===== config.mk =====
export PLATFORM = sky130hd
export DESIGN_NAME = program_sequencer
export DESIGN_NICKNAME = d
export VERILOG_FILES = /design/src/rtl/program_sequencer.sv
export SDC_FILE = /design/constraint.sdc
export NUM_CORES = 1
export LEC_CHECK = 0
export CORE_ASPECT_RATIO = 0.8
export CORE_MARGIN = 5
export CORE_UTILIZATION = 45
export CTS_CLUSTER_DIAMETER = 60
export DETAILED_ROUTE_END_ITERATION = 8
export PLACE_DENSITY_LB_ADDON = 0.25
export RECOVER_POWER = 50
export SLEW_MARGIN = 5
export SYNTH_ARGS = -nofsm -noshare
export SYNTH_HDL_FRONTEND = slang
export SYNTH_SLANG_ARGS = --single-unit
export TNS_END_PERCENT = 30

===== constraint.sdc =====
create_clock -name clk -period 3.4 [get_ports clk]
set_input_delay 1.02 -clock clk [delete_from_list [all_inputs] [get_ports clk]]
set_output_delay 1.02 -clock clk [all_outputs]
set_load 0.01 [all_outputs]

===== src/rtl/program_sequencer.sv =====
// Instruction sequencer driving an external program counter over a small ISA
// (NOP, JMP, WAIT, SETOUT, JMPM, HALT); define SEQ_LOOP_EN for the LDC/DJNZ loop opcodes.
module program_sequencer (
  input  logic        clk,
  input  logic        reset,
  input  logic        start,
  input  logic        tick,
  input  logic        mode_sel,
  input  logic [7:0]  pc_in,
  input  logic [11:0] instr,
  output logic        pc_reset,
  output logic        pc_load,
  output logic        pc_inc,
  output logic [7:0]  pc_reset_val,
  output logic [7:0]  pc_load_val,
  output logic [7:0]  out_reg,
  output logic        busy,
  output logic        halted
);

  localparam int unsigned DATA_W  = 8;
  localparam int unsigned INSTR_W = 12;
  localparam int unsigned OP_W    = 4;

  localparam logic [OP_W-1:0] OP_NOP    = 4'h0;
  localparam logic [OP_W-1:0] OP_JMP    = 4'h1;
  localparam logic [OP_W-1:0] OP_WAIT   = 4'h2;
  localparam logic [OP_W-1:0] OP_SETOUT = 4'h3;
  localparam logic [OP_W-1:0] OP_JMPM   = 4'h4;
  localparam logic [OP_W-1:0] OP_HALT   = 4'hF;
`ifdef SEQ_LOOP_EN
  localparam logic [OP_W-1:0] OP_LDC    = 4'h5;
  localparam logic [OP_W-1:0] OP_DJNZ   = 4'h6;
`endif

  typedef enum logic [2:0] {
    S_IDLE,
    S_FETCH,
    S_EXEC,
    S_WAIT,
    S_HALT
  } state_t;

  state_t              state, state_nxt;
  logic [INSTR_W-1:0]  ir, ir_nxt;
  logic [DATA_W-1:0]   wait_cnt, wait_nxt;
  logic [DATA_W-1:0]   out_nxt;
  logic [OP_W-1:0]     op;
  logic [DATA_W-1:0]   arg;
  logic                run_req;
  logic                unused_pc;

  // The PC value itself is owned by the external counter; only instr matters here.
  assign unused_pc = ^pc_in;

  assign op           = ir[INSTR_W-1:INSTR_W-OP_W];
  assign arg          = ir[DATA_W-1:0];
  assign pc_reset_val = DATA_W'(0);

  // Keep pc_reset quiet while reset is held, even though the FSM sits in IDLE.
  assign run_req = start & reset;

`ifdef SEQ_LOOP_EN
  logic [DATA_W-1:0] loop_cnt, loop_nxt, loop_dec;

  assign loop_dec = loop_cnt - DATA_W'(1);

  always_ff @(posedge clk or negedge reset) begin
    if (!reset) loop_cnt <= '0;
    else        loop_cnt <= loop_nxt;
  end
`else
  // No loop counter: opcodes 0x5/0x6 decode as NOP through the default arm.
`endif

  // State and datapath registers.
  always_ff @(posedge clk or negedge reset) begin
    if (!reset) begin
      state    <= S_IDLE;
      ir       <= '0;
      wait_cnt <= '0;
      out_reg  <= '0;
      busy     <= 1'b0;
      halted   <= 1'b0;
    end else begin
      state    <= state_nxt;
      ir       <= ir_nxt;
      wait_cnt <= wait_nxt;
      out_reg  <= out_nxt;
      busy     <= (state_nxt == S_FETCH) || (state_nxt == S_EXEC) || (state_nxt == S_WAIT);
      halted   <= (state_nxt == S_HALT);
    end
  end

  // Next-state, datapath updates and PC control pulses.
  always_comb begin
    state_nxt   = state;
    ir_nxt      = ir;
    wait_nxt    = wait_cnt;
    out_nxt     = out_reg;
    pc_reset    = 1'b0;
    pc_load     = 1'b0;
    pc_inc      = 1'b0;
    pc_load_val = '0;
`ifdef SEQ_LOOP_EN
    loop_nxt    = loop_cnt;
`endif

    unique case (state)
      S_IDLE, S_HALT: begin
        if (run_req) begin
          pc_reset  = 1'b1;
          state_nxt = S_FETCH;
        end
      end

      S_FETCH: begin
        ir_nxt    = instr;
        state_nxt = S_EXEC;
      end

      S_EXEC: begin
        state_nxt = S_FETCH;
        case (op)
          OP_JMP: begin
            pc_load     = 1'b1;
            pc_load_val = arg;
          end
          OP_WAIT: begin
            if (arg == '0) begin
              pc_inc = 1'b1;
            end else begin
              wait_nxt  = arg;
              state_nxt = S_WAIT;
            end
          end
          OP_SETOUT: begin
            out_nxt = arg;
            pc_inc  = 1'b1;
          end
          OP_JMPM: begin
            if (mode_sel) begin
              pc_load     = 1'b1;
              pc_load_val = arg;
            end else begin
              pc_inc = 1'b1;
            end
          end
          OP_HALT: begin
            state_nxt = S_HALT;
          end
`ifdef SEQ_LOOP_EN
          OP_LDC: begin
            loop_nxt = arg;
            pc_inc   = 1'b1;
          end
          OP_DJNZ: begin
            loop_nxt = loop_dec;
            if (loop_dec != '0) begin
              pc_load     = 1'b1;
              pc_load_val = arg;
            end else begin
              pc_inc = 1'b1;
            end
          end
`endif
          OP_NOP:  pc_inc = 1'b1;
          default: pc_inc = 1'b1;
        endcase
      end

      // Counter reaching zero means the last tick has been consumed.
      S_WAIT: begin
        if (wait_cnt == '0) begin
          pc_inc    = 1'b1;
          state_nxt = S_FETCH;
        end else if (tick) begin
          wait_nxt = wait_cnt - DATA_W'(1);
        end
      end

      default: state_nxt = S_IDLE;
    endcase
  end

endmodule


==> metrics.txt, run 1 <==
minimum clock period 3280 ps; Worst Slack Setup Final 115 ps; Routed Antenna Nets 0; Critical Path Fanout Max 3; pwr dens 864 nW/um^2; end of the critical path pc_load_val[7]; Max VDD drop 0.000397 V; Total Negative Setup Slacks 0 ps; Max Clk Rate 0.304 GHz; height of the die 65.7 um; Worst Setup Path Type input port to output pin; Area contributors post-synth dfrtp_1 (47%), mux2_2 (14%), buf_4 (3.4%); vias in the first global route 1483; DR vias 1431; Initial Utilization 0.462; Clock Sink Count 33; crit-path cells clkdlybuf4s15_2, nand2_1, mux2_4, nor4_4, buf_4, and2_1, dlygate4sd2_1; Yosys cell types 46; FFs w/ async S/R, synth 1.00; root buffer cell clkbuf_8; Largest register FFs 12; initial antenna violation count 0; minimum hold slack 507 ps; max-slew violation count 34; Total GRT Usage 0.179; Yosys top cell area share 0.473; Worst Reg-to-Reg Cells 7; most frequent cells in the layout dfrtp_1 (33), clkdlybuf4s50_1 (24), mux2_2 (20); Total Wirelength 4.15 mm; Row Count 20; die width 79.7 um; post-synthesis sequential area ratio 0.473; htree depth 2; RSZ-0062 raised after global routing false; Req. time, crit path 2380 ps; most common cell after layout, fill and taps aside dfrtp_1; Arr. time, crit path 2260 ps; Crit path largest cell delay 290 ps; Synth Register Bits 33; first-pass GRT wire length 7.10 mm; period utilization 0.966; failing checks max-capacitance violations, max-slew violations; Pleak 0.00102 uW; Post-synth EDFFs 0; gpl congestion 0.888; post-synth top area cell dfrtp_1; beginning of the worst register-to-register path wait_cnt[0]; pin count of the biggest net entering global routing 34; post-detail-place hpwl 3.00 mm; reg2reg setup slack 960 ps; synthesized area 1750 um^2; crit path from mode_sel; Setup violations, final 0; Critical Path End Type output pin; reg2reg end wait_cnt[1]; Worst Clk Skew 5.92 ps; DRC Markers 0; Fillers 325; Max-slew headroom -0.176; Final Hold Fails 0; routed vias/inst 5.42; Post-synth top flop dfrtp_1; num ports 54; Cells after Synth 160; number of diodes 0; Least-Margin Pin Slew 1760 ps; CTS Buf Count 5; MaxCap Viol Count 1; Ys Warns 0; nets 235; CTS tree done; total power 2000 uW; outcome complete, but fails checks; 1st-iter DRT viols 138; Setup WS pre-CTS -458 ps; drt wl/cell 15.7 um; GRT overflow 0; IO buf count 37; Die ar. 5240 um^2; Core Util, Final 0.612; worst hold path stage count 1; mean post-synth cell area 10.9 um^2; slowest cell on the critical path mux2_4; area delta synth->final 32.3%; hold buffers post-CTS 0; Worst-Skew Late Latency 280 ps; CP Launch Type input port; Worst-path clk slew 70 ps; Core ar. 3780 um^2; 1st-pass router iterations 4; Clock Path Buffers 2; HP Class flop to flop; proportion of layout cells with a drive suffix above 1 0.258
==> cells by family (layout without fill, tap and decap cells) <==
kind of cell,count (synthesis),in the layout,share of synthesized area
multiplexers,22,22,0.142
adder cells (fa/ha/maj),1,1,0.00716
other,1,8,0.00215
AND/OR/NAND/NOR,49,49,0.175
AO/OA/AOI/OAI,35,35,0.143
flip-flops,33,33,0.473
buffers and inverters,19,61,0.0580
==> routing by layer <==
layer / track usage / up-vias / part of all wire
met1: 0.247 / 678 / 0.46
met3: 0.0534 / 4 / 0.080
met5: 0 / - / 0
li1: - / 679 / -
met2: 0.260 / 70 / 0.45
met4: 0.0708 / 0 / 0.0092
==> Yosys cell counts (4+ instances only) <==
library cell,instances
clkbuf_1,6
inv_1,4
buf_4,8
nor2_1,8
o2bb2ai_1,4
and2_1,9
o21ai_0,5
a21oi_1,6
mux2_2,21
nand2_1,4
or4_1,4
dfrtp_1,33
o22ai_1,4
==> timing repair <==
item,in CTS,in global routing
endpoints found under the setup margin,11,9
endpoints found under the hold margin,0,0
cloned,1,0
gates resized for setup,36,3
setup buffers,3,0
pin swaps,1,1
==> critical path, delay by kind of cell <==
family	cells	cell delay, ps
buffers and inverters	3	610
and+or+nand+nor	3	340
muxes	1	290
==> report_power, final <==
group | internal (uW) | switching, uW
Combinational | 485 | 400
Sequential | 571 | 190
Clock | 213 | 136
==> layout make-up <==
type | count | area [um^2] | share of cell area
Inverter | 4 | 15.0 | 0.00650
Tap cell | 55 | 68.8 | 0.0298
Timing Repair Buffer | 50 | 437 | 0.189
Multi-Input combinational cell | 115 | 861 | 0.372
Clock inverter | 2 | 35.0 | 0.0152
Clock buffer | 5 | 68.8 | 0.0298
Sequential cell | 33 | 826 | 0.357
==> worst min path at each step <==
stage / start / end / slack [ps]
floorplan: wait_cnt[6] / wait_cnt[6] / 470
global placement: out_reg[4] / out_reg[4] / 490
detailed placement: out_reg[2] / out_reg[2] / 490
CTS: out_reg[6] / out_reg[6] / 510
global route: out_reg[6] / out_reg[6] / 540
finish: out_reg[6] / out_reg[6] / 510
==> stage by stage <==
| step | cell area (um^2) | instances |
|---|---|---|
| detailed placement | 2200 | 254 |
| finish | 2310 | 264 |
| global placement | 2200 | 254 |
| global route | 2310 | 264 |
| CTS | 2320 | 264 |
| floorplan | 1770 | 167 |
Power figures use the tool's default switching activity.
==> inputs of run 2 (changes only) <==
--- a/config.mk
+++ b/config.mk
@@ -8,6 +8,7 @@
 export CORE_ASPECT_RATIO = 0.8
 export CORE_MARGIN = 5
 export CORE_UTILIZATION = 45
+export CTS_BUF_LIST = sky130_fd_sc_hd__clkbuf_4
 export CTS_CLUSTER_DIAMETER = 60
 export DETAILED_ROUTE_END_ITERATION = 8
 export PLACE_DENSITY_LB_ADDON = 0.25
==> metrics.txt, run 2 (same netlist as run 1, synthesis figures left out) <==
Hold Path End out_reg[6]; Routed Antenna Nets 0; slowest cell on the critical path or4_1; met2 Track Usage GR 0.260; Largest register FFs 12; pwr dens 845 nW/um^2; proportion of layout cells with a drive suffix above 1 0.263; beginning of the worst register-to-register path wait_cnt[0]; vias in the first global route 1473; Row Count 20; Worst Setup Path Type flop to output pin; Core ar. 3780 um^2; Worst-path clk slew 100 ps; 1st-iter DRT viols 138; 1st-pass router iterations 5; reg2reg setup slack 970 ps; num ports 54; nets 235; Worst-Skew Late Latency 330 ps; routed vias/inst 5.40; Clock Path Buffers 2; outcome complete, but fails checks; first-pass GRT wire length 7.06 mm; met1 Track Usage GR 0.246; htree depth 2; max-slew violation count 34; drt wl/cell 15.7 um; Critical Path Fanout Max 4; worst hold path stage count 1; Total GRT Usage 0.176; Critical Path End Type output pin; initial antenna violation count 0; reg2reg end wait_cnt[1]; Fillers 335; total power 1920 uW; Die ar. 5240 um^2; Max-slew headroom -0.170; pin count of the biggest net entering global routing 34; Bufs and invs on worst path 2; met3 usage 0.0534; most common cell after layout, fill and taps aside dfrtp_1; Req. time, crit path 2380 ps; failing checks max-capacitance violations, max-slew violations; dpl cell area 2200 um^2; Top Usage Layer GRT met2; die width 79.7 um; IO buf count 37; GRT overflow 0; Worst Hold Launch out_reg[6]; post-detail-place hpwl 3.00 mm; most frequent cells in the layout dfrtp_1 (33), clkdlybuf4s50_1 (24), mux2_2 (20); number of diodes 0; Max VDD drop 0.000372 V; Crit path largest cell delay 530 ps; Clock Sink Count 33; Final Hold Fails 0; Least-Margin Pin Slew 1750 ps; area delta synth->final 30.3%; Post-Layout Inst Area 2280 um^2; Arr. time, crit path 2290 ps; Setup violations, final 0; MaxCap Viol Count 1; CP Launch Type flop; height of the die 65.7 um; CTS Buf Count 5; root buffer cell clkbuf_4; minimum hold slack 514 ps; gpl congestion 0.888; Pleak 0.00100 uW; Worst Reg-to-Reg Cells 7; Initial Utilization 0.462; Max Clk Rate 0.303 GHz; minimum clock period 3310 ps; crit-path cells inv_1, ha_2, or4b_4, or4_1, o21ai_0, buf_2; Worst Clk Skew 3.64 ps; DR vias 1425; HP Class flop to flop; DRC Markers 0; RSZ-0062 raised after global routing false; Total Negative Setup Slacks 0 ps; Total Wirelength 4.14 mm; CP delay by family, top simple AND/OR/NAND/NOR gates; period utilization 0.972; CTS tree done
==> run 2: what timing repair did <==
action                                  in CTS  in global routing
hold endpoints to repair                     0                  0
resized for setup                           39                  1
endpoints found under the setup margin      11                  8
cloned                                       1                  0
hold buffers                                 0                  0
buffers inserted                             3                  0
pin swaps                                    1                  1
==> run 2: power breakdown <==
part / internal [uW] / leakage (uW) / switching [uW]
combinational: 486 / 0.000557 / 401
sequential: 569 / 0.000407 / 189
clock: 150 / 0.0000410 / 128
==> run 2: cell type report <==
cell class	count	area [um^2]	area share
repair buffers	50	430	0.189
inverters	4	15.0	0.00660
flip-flops and latches	33	826	0.363
well taps	55	68.8	0.0302
clock inverters	2	35.0	0.0154
clock buffers	5	37.5	0.0165
multi-input cells	115	863	0.379
==> run 2: through the flow <==
| step | instances | worst slack [ps] | utilization |
|---|---|---|---|
| 6_report | 264 | 94.7 | 0.602 |
| 3_3_place_gp | 254 | -470 | 0.582 |
| 3_5_place_dp | 254 | -458 | 0.582 |
| 5_1_grt | 264 | 10.0 | 0.602 |
| 2_1_floorplan | 167 | 368 | - |
| 4_1_cts | 264 | 9.98 | 0.603 |
==> run 2: metal layers <==
layer / up-vias / routed length (um)
li1: 676 / -
met1: 683 / 1970
met2: 64 / 1860
met3: 2 / 296
met4: 0 / 12
met5: - / 0
==> run 2: worst max path at each step <==
stage                startpoint  cells after the start        endpoint  slack, ps
floorplan              mode_sel                      4  pc_load_val[0]        370
global placement       mode_sel                      7  pc_load_val[6]       -470
detailed placement     mode_sel                      7  pc_load_val[6]       -460
CTS                    mode_sel                      7  pc_load_val[7]         10
global route        wait_cnt[0]                      6          pc_inc         10
finish              wait_cnt[0]                      6          pc_inc         90
